File: src/rtl/adder_tree_pkg.sv
// Shared types and widths for the two-requester adder-tree arbiter.
// Holds the FSM state encoding, operand/sum widths and the grant selection helper.
package adder_tree_pkg;

  localparam int NARROW_W = 4;
  localparam int WIDE_W   = 8;
  localparam int SUM1_W   = 5;
  localparam int SUM2_W   = 9;
  localparam int SUM3_W   = 10;
  localparam int CNT_W    = 8;

  typedef enum logic [1:0] {
    IDLE = 2'b00,
    CALC = 2'b01,
    HOLD = 2'b10
  } state_e;

  typedef struct packed {
    logic [NARROW_W-1:0] a;
    logic [NARROW_W-1:0] b;
    logic [WIDE_W-1:0]   c;
    logic [WIDE_W-1:0]   d;
  } operands_t;

  // A lone requester always wins; on contention the priority pointer decides.
  function automatic logic pick_grant(input logic v0, input logic v1, input logic ptr);
    logic g;
    if (v0 && v1) begin
      g = ptr;
    end else if (v1) begin
      g = 1'b1;
    end else begin
      g = 1'b0;
    end
    return g;
  endfunction

endpackage

File: src/rtl/adder_tree_procedural.sv
// Combinational two-level adder tree: sum1=a+b, sum2=c+d, sum3=sum1+sum2.
// All additions are unsigned and zero-extended, so no result can overflow its width.
module adder_tree_procedural
  import adder_tree_pkg::*;
(
  input  logic [NARROW_W-1:0] a_i,
  input  logic [NARROW_W-1:0] b_i,
  input  logic [WIDE_W-1:0]   c_i,
  input  logic [WIDE_W-1:0]   d_i,
  output logic [SUM1_W-1:0]   sum1_o,
  output logic [SUM2_W-1:0]   sum2_o,
  output logic [SUM3_W-1:0]   sum3_o
);

  logic [SUM1_W-1:0] sum1_s;
  logic [SUM2_W-1:0] sum2_s;
  logic [SUM3_W-1:0] sum3_s;

  // Leaf adders feed the root adder.
  always_comb begin
    sum1_s = {1'b0, a_i} + {1'b0, b_i};
    sum2_s = {1'b0, c_i} + {1'b0, d_i};
    sum3_s = {{(SUM3_W-SUM1_W){1'b0}}, sum1_s} + {{(SUM3_W-SUM2_W){1'b0}}, sum2_s};
  end

  assign sum1_o = sum1_s;
  assign sum2_o = sum2_s;
  assign sum3_o = sum3_s;

endmodule

File: src/rtl/adder_tree_arbiter.sv
// Round-robin arbiter between two operand requesters feeding one adder tree.
// One operand set is accepted in IDLE, summed in CALC and held in HOLD until consumed.
module adder_tree_arbiter
  import adder_tree_pkg::*;
#(
  parameter bit PRIO_RESET = 1'b0
) (
  input  logic                clk,
  input  logic                rst_n,
  input  logic                req0_valid,
  output logic                req0_ready,
  input  logic [NARROW_W-1:0] req0_a,
  input  logic [NARROW_W-1:0] req0_b,
  input  logic [WIDE_W-1:0]   req0_c,
  input  logic [WIDE_W-1:0]   req0_d,
  input  logic                req1_valid,
  output logic                req1_ready,
  input  logic [NARROW_W-1:0] req1_a,
  input  logic [NARROW_W-1:0] req1_b,
  input  logic [WIDE_W-1:0]   req1_c,
  input  logic [WIDE_W-1:0]   req1_d,
  output logic                res_valid,
  input  logic                res_ready,
  output logic [SUM1_W-1:0]   res_sum1,
  output logic [SUM2_W-1:0]   res_sum2,
  output logic [SUM3_W-1:0]   res_sum3,
  output logic                res_id,
  output logic [CNT_W-1:0]    done_cnt
);

  state_e            state_q;
  logic              ptr_q;
  operands_t         op_q;
  logic              id_q;
  logic              res_valid_q;
  logic [SUM1_W-1:0] res_sum1_q;
  logic [SUM2_W-1:0] res_sum2_q;
  logic [SUM3_W-1:0] res_sum3_q;
  logic              res_id_q;
  logic [CNT_W-1:0]  done_cnt_q;

  logic              grant_s;
  logic              accept_s;
  logic              req0_ready_s;
  logic              req1_ready_s;
  operands_t         op_d;
  logic [CNT_W-1:0]  done_cnt_d;
  logic [SUM1_W-1:0] tree_sum1_s;
  logic [SUM2_W-1:0] tree_sum2_s;
  logic [SUM3_W-1:0] tree_sum3_s;

  // Grant decision and ready generation; ready is held low while reset is asserted.
  always_comb begin
    grant_s      = pick_grant(req0_valid, req1_valid, ptr_q);
    accept_s     = rst_n && (state_q == IDLE) && (req0_valid || req1_valid);
    req0_ready_s = accept_s && (grant_s == 1'b0);
    req1_ready_s = accept_s && (grant_s == 1'b1);
    done_cnt_d   = done_cnt_q + 8'd1;
    if (grant_s) begin
      op_d = '{a: req1_a, b: req1_b, c: req1_c, d: req1_d};
    end else begin
      op_d = '{a: req0_a, b: req0_b, c: req0_c, d: req0_d};
    end
  end

  adder_tree_procedural u_tree (
    .a_i    (op_q.a),
    .b_i    (op_q.b),
    .c_i    (op_q.c),
    .d_i    (op_q.d),
    .sum1_o (tree_sum1_s),
    .sum2_o (tree_sum2_s),
    .sum3_o (tree_sum3_s)
  );

  // Main FSM: accept -> compute -> hold until the consumer takes the result.
  always_ff @(posedge clk or negedge rst_n) begin
    if (!rst_n) begin
      state_q     <= IDLE;
      ptr_q       <= PRIO_RESET;
      op_q        <= '0;
      id_q        <= 1'b0;
      res_valid_q <= 1'b0;
      res_sum1_q  <= '0;
      res_sum2_q  <= '0;
      res_sum3_q  <= '0;
      res_id_q    <= 1'b0;
      done_cnt_q  <= '0;
    end else begin
      case (state_q)
        IDLE: begin
          if (accept_s) begin
            op_q    <= op_d;
            id_q    <= grant_s;
            ptr_q   <= ~grant_s;
            state_q <= CALC;
          end else begin
            state_q <= IDLE;
          end
        end
        CALC: begin
          res_sum1_q  <= tree_sum1_s;
          res_sum2_q  <= tree_sum2_s;
          res_sum3_q  <= tree_sum3_s;
          res_id_q    <= id_q;
          res_valid_q <= 1'b1;
          state_q     <= HOLD;
        end
        HOLD: begin
          if (res_ready) begin
            res_valid_q <= 1'b0;
            done_cnt_q  <= done_cnt_d;
            state_q     <= IDLE;
          end else begin
            state_q <= HOLD;
          end
        end
        default: begin
          res_valid_q <= 1'b0;
          state_q     <= IDLE;
        end
      endcase
    end
  end

  assign req0_ready = req0_ready_s;
  assign req1_ready = req1_ready_s;
  assign res_valid  = res_valid_q;
  assign res_sum1   = res_sum1_q;
  assign res_sum2   = res_sum2_q;
  assign res_sum3   = res_sum3_q;
  assign res_id     = res_id_q;
  assign done_cnt   = done_cnt_q;

endmodule

File: config.mk
export PLATFORM = sky130hd
export DESIGN_NAME = adder_tree_arbiter
export DESIGN_NICKNAME = d
export VERILOG_FILES = /design/src/rtl/adder_tree_pkg.sv /design/src/rtl/adder_tree_procedural.sv /design/src/rtl/adder_tree_arbiter.sv
export SDC_FILE = /design/constraint.sdc
export NUM_CORES = 1
export LEC_CHECK = 0
export ABC_CLOCK_PERIOD_IN_PS = 5800
export CAP_MARGIN = 15
export CORE_MARGIN = 3
export CORE_UTILIZATION = 35
export DETAILED_ROUTE_END_ITERATION = 10
export PLACE_DENSITY = 0.59
export SYNTH_ARGS = -nofsm -noshare
export SYNTH_HDL_FRONTEND = slang
export SYNTH_SLANG_ARGS = --single-unit
File: constraint.sdc
create_clock -name clk -period 5.8 [get_ports clk]
set_input_delay 0.58 -clock clk [delete_from_list [all_inputs] [get_ports clk]]
set_output_delay 0.58 -clock clk [all_outputs]
set_load 0.005 [all_outputs]
[Word level (Yosys, flattened, before mapping)]
Cells that the tools add are included.
Word-level totals
  register bits after elaboration: 62
  bits of input ports: 53
  output and inout port bits: 36
Cells by class
  add/subtract/negate cells: 4
  equality and inequality tests: 3
  multiplexer cells: 8
  bitwise operators: 2
  reduce and logical (&&, ||, !) cells: 10
Operators with widths (count)
  two-way mux 24 bit: 1
  adder 5 x 9 -> 10 bit: 1
  adder 8 x 8 -> 9 bit: 1
  adder 8 x 1 -> 8 bit (second input constant): 1
  case mux 2 bit (3 select lines): 1
  AND reduction 2 bit: 3
  adder 4 x 4 -> 5 bit: 1
  logical AND 1 bit: 5
  two-way mux 1 bit: 4
  case mux 1 bit (3 select lines): 1
  == test 2 x 1 -> 1 bit (second input constant): 1
  == test 2 bit (second input constant): 1
  zero test 2 bit: 1
  two-way mux 2 bit: 1
  != test 2 bit (second input constant): 1
  inverter 1 bit: 2
  logical OR 1 bit: 1

[Longest topological paths before layout]
  depth in word-level cells: 5
  mapped depth: 13

[Hierarchy]
A second synthesis with hierarchy kept.
Unflattened totals
  cells, all modules: 301
  area total of the unflattened synthesis: 3425.8 µm²
Modules (own cells, without submodules)
  adder_tree_arbiter: times used 1, cells each 209, area each 2648.8 µm²
  adder_tree_procedural: times used 1, cells each 92, area each 777.0 µm²

[Least setup slack after synthesis]
OpenSTA, ideal clock, no wires.
  kind: reg2reg
  start point: register op_q[0] in the netlist's numbering
  end point: register res_sum3_q[6] (netlist: res_sum3[6])
  setup time: 0.131 ns
  data arrival time: 2.583 ns
  data required time: 5.669 ns
  slack: 3.086 ns
  cell stages (with the launch flop): 14
  period minus slack after synthesis: 2.714 ns
  path through: dfrtp_1 ha_1 inv_1 fa_1 nand2b_1 nand2_1 a21oi_1 xnor2_1 ha_1 o21a_1 and4_1 o41ai_2 xor2_1 o21ai_1
Between the ends
  cells in the longest elaborated chain, start to end: 2
Ends and longest elaborated chain
  from (decl): RTL line adder_tree_arbiter.sv:33  | operands_t op_q;
  from (signal assigned): RTL line adder_tree_arbiter.sv:93  | op_q <= op_d;
  adder 8 x 8 -> 9 bit: RTL line adder_tree_procedural.sv:22  | sum2_s = {1'b0, c_i} + {1'b0, d_i};
  named net tree_sum2_s[4]: RTL line adder_tree_arbiter.sv:49  | logic [SUM2_W-1:0] tree_sum2_s;
  adder 5 x 9 -> 10 bit: RTL line adder_tree_procedural.sv:23  | sum3_s = {{(SUM3_W-SUM1_W){1'b0}}, sum1_s} + {{(SUM3_W-SUM2_W){1'b0}}, sum2_s};
  to (signal assigned): RTL line adder_tree_arbiter.sv:104  | res_sum3_q <= tree_sum3_s;
  to (decl): RTL line adder_tree_arbiter.sv:38  | logic [SUM3_W-1:0] res_sum3_q;
The timed path passes the listed nets, and every way through them passes these cells.
A chain may end at the register's enable or synchronous reset.

[Worst setup path in the final report]
  start point: input req1_valid
  end point: output req1_ready
Between the ends
  cells in the longest elaborated chain, start to end: 3
  elaborated cells between the ends (all ways): 6
  those cells by class: mux (2); reduce/logical (4)
Ends and longest elaborated chain
  from (decl): RTL line adder_tree_arbiter.sv:16  | input logic req1_valid,
  two-way mux 1 bit, or another cell as far along: RTL line adder_tree_pkg.sv:30  | end else if (v1) begin
  two-way mux 1 bit or logical AND 1 bit (tied branches): RTL line adder_tree_pkg.sv:28, adder_tree_arbiter.sv:55
  logical AND 1 bit (*): RTL line adder_tree_arbiter.sv:57  | req1_ready_s = accept_s && (grant_s == 1'b1);
  to (decl): RTL line adder_tree_arbiter.sv:17  | output logic req1_ready,
Mark *: on every way between the ends. The rest lies on a longest branch, timed or not.

==> results_dict.tcl <==
set metrics [dict create \
    status "finished, final reports clean" \
    io_buffers 88 \
    root_buffer "clkbuf_8" \
    vias 2651 \
    path_clk_slew_ns 0.07 \
    end_kind "output port" \
    n_fill_cell 946 \
    area_growth_pct 36.0 \
    met3_usage_pct 3.54 \
    route.detailed.drc 0 \
    cts.sinks 62 \
    slowest_stage "clkdlybuf4s50_1" \
    num_antenna_cells 0 \
    final_util_pct 49.4 \
    crit_family "buffers and inverters" \
    holdBufCountCts 0 \
    worstSetupPathType "in -> out" \
    die_y_um 104 \
    via_per_inst 4.68 \
    min_path_type "in -> async" \
    gr-usage-met2_pct 21.5 \
    drv_slew 0 \
    htreeDepth 3 \
    ys_seq_area_share_pct 45.8 \
    grt_pass1_vias 2585 \
    critPathBufInv 4 \
    timing.setup.tns_ns 0 \
    multi_input_area_um2 1750 \
    clk_latency_ns 0.34 \
    avgSynthCellArea_um2 9.82 \
    firstDrtPassIters 4 \
    use_met1_pct 18.7 \
    dieArea_um2 10900 \
    leakagePower_nw 2.08 \
    start_util_pct 36.3 \
    antenna_left 0 \
    cts_resized 0 \
    min_period_ns 3.24 \
    async_flop_share_pct 100 \
    ys_seq_elements 62 \
    gp_congestion 0.765 \
    io_pins 89 \
    antenna_found_initial 0 \
    power_density_nw_per_um2 631 \
    synthDistinctLibCells 52 \
    overflow 0 \
    clockBufferDepth 2 \
    max_freq_mhz 309 \
    synthesis.area_um2 3390 \
    grt.total_usage_pct 13.8 \
    synthCells 345 \
    top_usage_layer "met2" \
    drv_cap 0 \
    skew_ns 0.0104 \
    ys.flop_type "dfrtp_1" \
    regArea_um2 1550 \
    routed_wl_mm 7.24 \
    cp-start-kind "primary input" \
    cp_cell_sequence "clkdlybuf4s50_1, nor2_1, nor4b_4, buf_4, inv_1, nor2_1, clkdlybuf4s50_1" \
    max-vdd-ir-drop_v 0.000311 \
    grt_max_degree 63 \
    synth_edf_count 0 \
    fin_crit_sh_pct 55.8 \
    cts_made_buffers 9 \
    num_rows 35 \
    crit_fanout 52 \
    post-cts-setup-buffers 0 \
    drt-initial-drc-count 62 \
    grt_pass1_wl_mm 12.2 \
    hold_violations 0 \
    cp_slowest_stage_delay_ns 0.54 \
    finalNetCount 507 \
    cp.arrival_ns 2.66 \
    syn_nets 418 \
    reg2reg_slack_ns 2.85 \
    max-slew-margin-rel_pct 35.9 \
    yosys_warnings 0 \
    setup_viol 0 \
    required_ns 5.22 \
    place.detailed.hpwl_mm 5.68 \
    cts_tree "built" \
    core-area_um2 9330 \
    drive_gt1_share_pct 7.99 \
    rsz0062_at_grt "no" \
    drt-wirelength-per-cell_um 12.8 \
    tightestPinTransition_ns 0.958 \
    die_w_um 104 \
]
-- area by class of cell --
| cell class | instances | area share (%) |
|---|---|---|
| Clock inverter | 5 | 1.09 |
| Tap cell | 129 | 3.50 |
| Inverter | 12 | 0.978 |
| Multi-Input combinational cell | 257 | 38.1 |
| Clock buffer | 10 | 2.99 |
| Sequential cell | 62 | 33.7 |
| Timing Repair Buffer | 92 | 19.7 |
-- through the flow --
stage               setup slack (ns)  hold WS, ns  instances  cell area, um^2  power, W
finish                          2.56        0.445        567             4610   0.00291
global route                    2.37        0.501        567             4610   0.00317
CTS                             2.53        0.476        567             4610   0.00295
detailed placement              2.54        0.462        552             4420   0.00257
global placement                2.57        0.458        552             4420   0.00253
floorplan                       3.09        0.284        345             3390   0.00200
-- power breakdown --
part,internal (W),switching (W),leakage (nW)
clock,0.000205,0.000161,0.102
combinational,0.000874,0.000932,1.24
sequential,0.000615,0.000120,0.739
total,0.00169,0.00121,2.08
-- per-layer routing --
metal | share of wire [%] | vias up | wire, um
met1 | 48 | 1223 | 3510
met2 | 46 | 60 | 3300
li1 | - | 1358 | -
met5 | 0 | - | 0
met4 | 1.3 | 0 | 96
met3 | 4.6 | 10 | 334
-- synthesized netlist by cell type, types with 2 or more instances --
library cell | count | area, um^2
and3b_1 | 2 | 17.5
xnor2_1 | 13 | 114
inv_1 | 12 | 45.0
o211ai_1 | 2 | 15.0
clkbuf_1 | 11 | 41.3
a21o_1 | 4 | 30.0
nor3_1 | 2 | 10.0
o21ai_1 | 2 | 10.0
o41ai_2 | 2 | 32.5
nor2b_1 | 2 | 12.5
and4_1 | 2 | 17.5
o21ai_0 | 11 | 55.1
o21ba_2 | 2 | 20.0
buf_2 | 3 | 15.0
and3_1 | 2 | 12.5
nand3_1 | 5 | 25.0
nor2_1 | 39 | 146
nand2_1 | 57 | 214
nand4_1 | 2 | 12.5
fa_1 | 3 | 60.1
o21bai_1 | 2 | 15.0
nand2b_1 | 3 | 18.8
a21oi_1 | 29 | 145
mux2i_1 | 24 | 240
o21a_1 | 3 | 22.5
xor2_1 | 3 | 26.3
ha_1 | 17 | 213
dfrtp_1 | 62 | 1550
-- placed cells by master (no fill, tap or decap), types with 3 or more instances in the layout --
master / count
a21o_1: 4
a21oi_1: 29
buf_4: 4
clkbuf_8: 10
clkdlybuf4s50_1: 87
clkinv_2: 4
dfrtp_1: 62
fa_1: 3
ha_1: 17
inv_1: 12
mux2i_1: 24
nand2_1: 57
nand2b_1: 3
nand3_1: 5
nor2_1: 39
o21a_1: 3
o21ai_0: 10
xnor2_1: 13
xor2_1: 3
-- kinds of logic (layout without fill, tap and decap cells) --
family / count (synthesis) / count (layout) / synth area share (%)
AO/OA/AOI/OAI: 69 / 69 / 14.3
XOR/XNOR: 17 / 17 / 4.62
adder cells (fa/ha/maj): 21 / 21 / 8.35
buffers and inverters: 26 / 119 / 2.99
flip-flops: 62 / 62 / 45.8
multiplexers: 25 / 25 / 7.43
AND/OR/NAND/NOR: 125 / 125 / 16.6
-- flip-flops by register name, indices dropped and copies added (netlist names) --
name / count
res_sum3: 10
res_sum2: 9
ptr_q: 1
res_valid: 1
id_q: 1
state_q: 2
op_q: 24
res_sum1: 5
res_id: 1
done_cnt: 8
-- worst register-to-register path, stage by stage, from the launching register on --
cell      delay (ns)
dfrtp_1         0.35
ha_1            0.21
inv_1           0.07
fa_1            0.39
nand2b_1        0.17
nand2_1         0.07
a21oi_1         0.07
xnor2_1         0.24
ha_1            0.33
o21a_1          0.14
and4_1          0.22
nor4_1          0.33
o221ai_1        0.15
o311ai_1        0.10
-- final timing paths --
kind                       cells after the start           to   startpoint
min reg2reg                                    1  done_cnt[7]  done_cnt[7]
max reg2reg                                   13  res_sum3[8]      op_q[0]
min                                            2  done_cnt[4]        rst_n
min in group clk                               1  done_cnt[7]  done_cnt[7]
max                                            7   req1_ready   req1_valid
max in group asynchronous                      2      op_q[3]        rst_n
(Power assumes the default switching activity.)
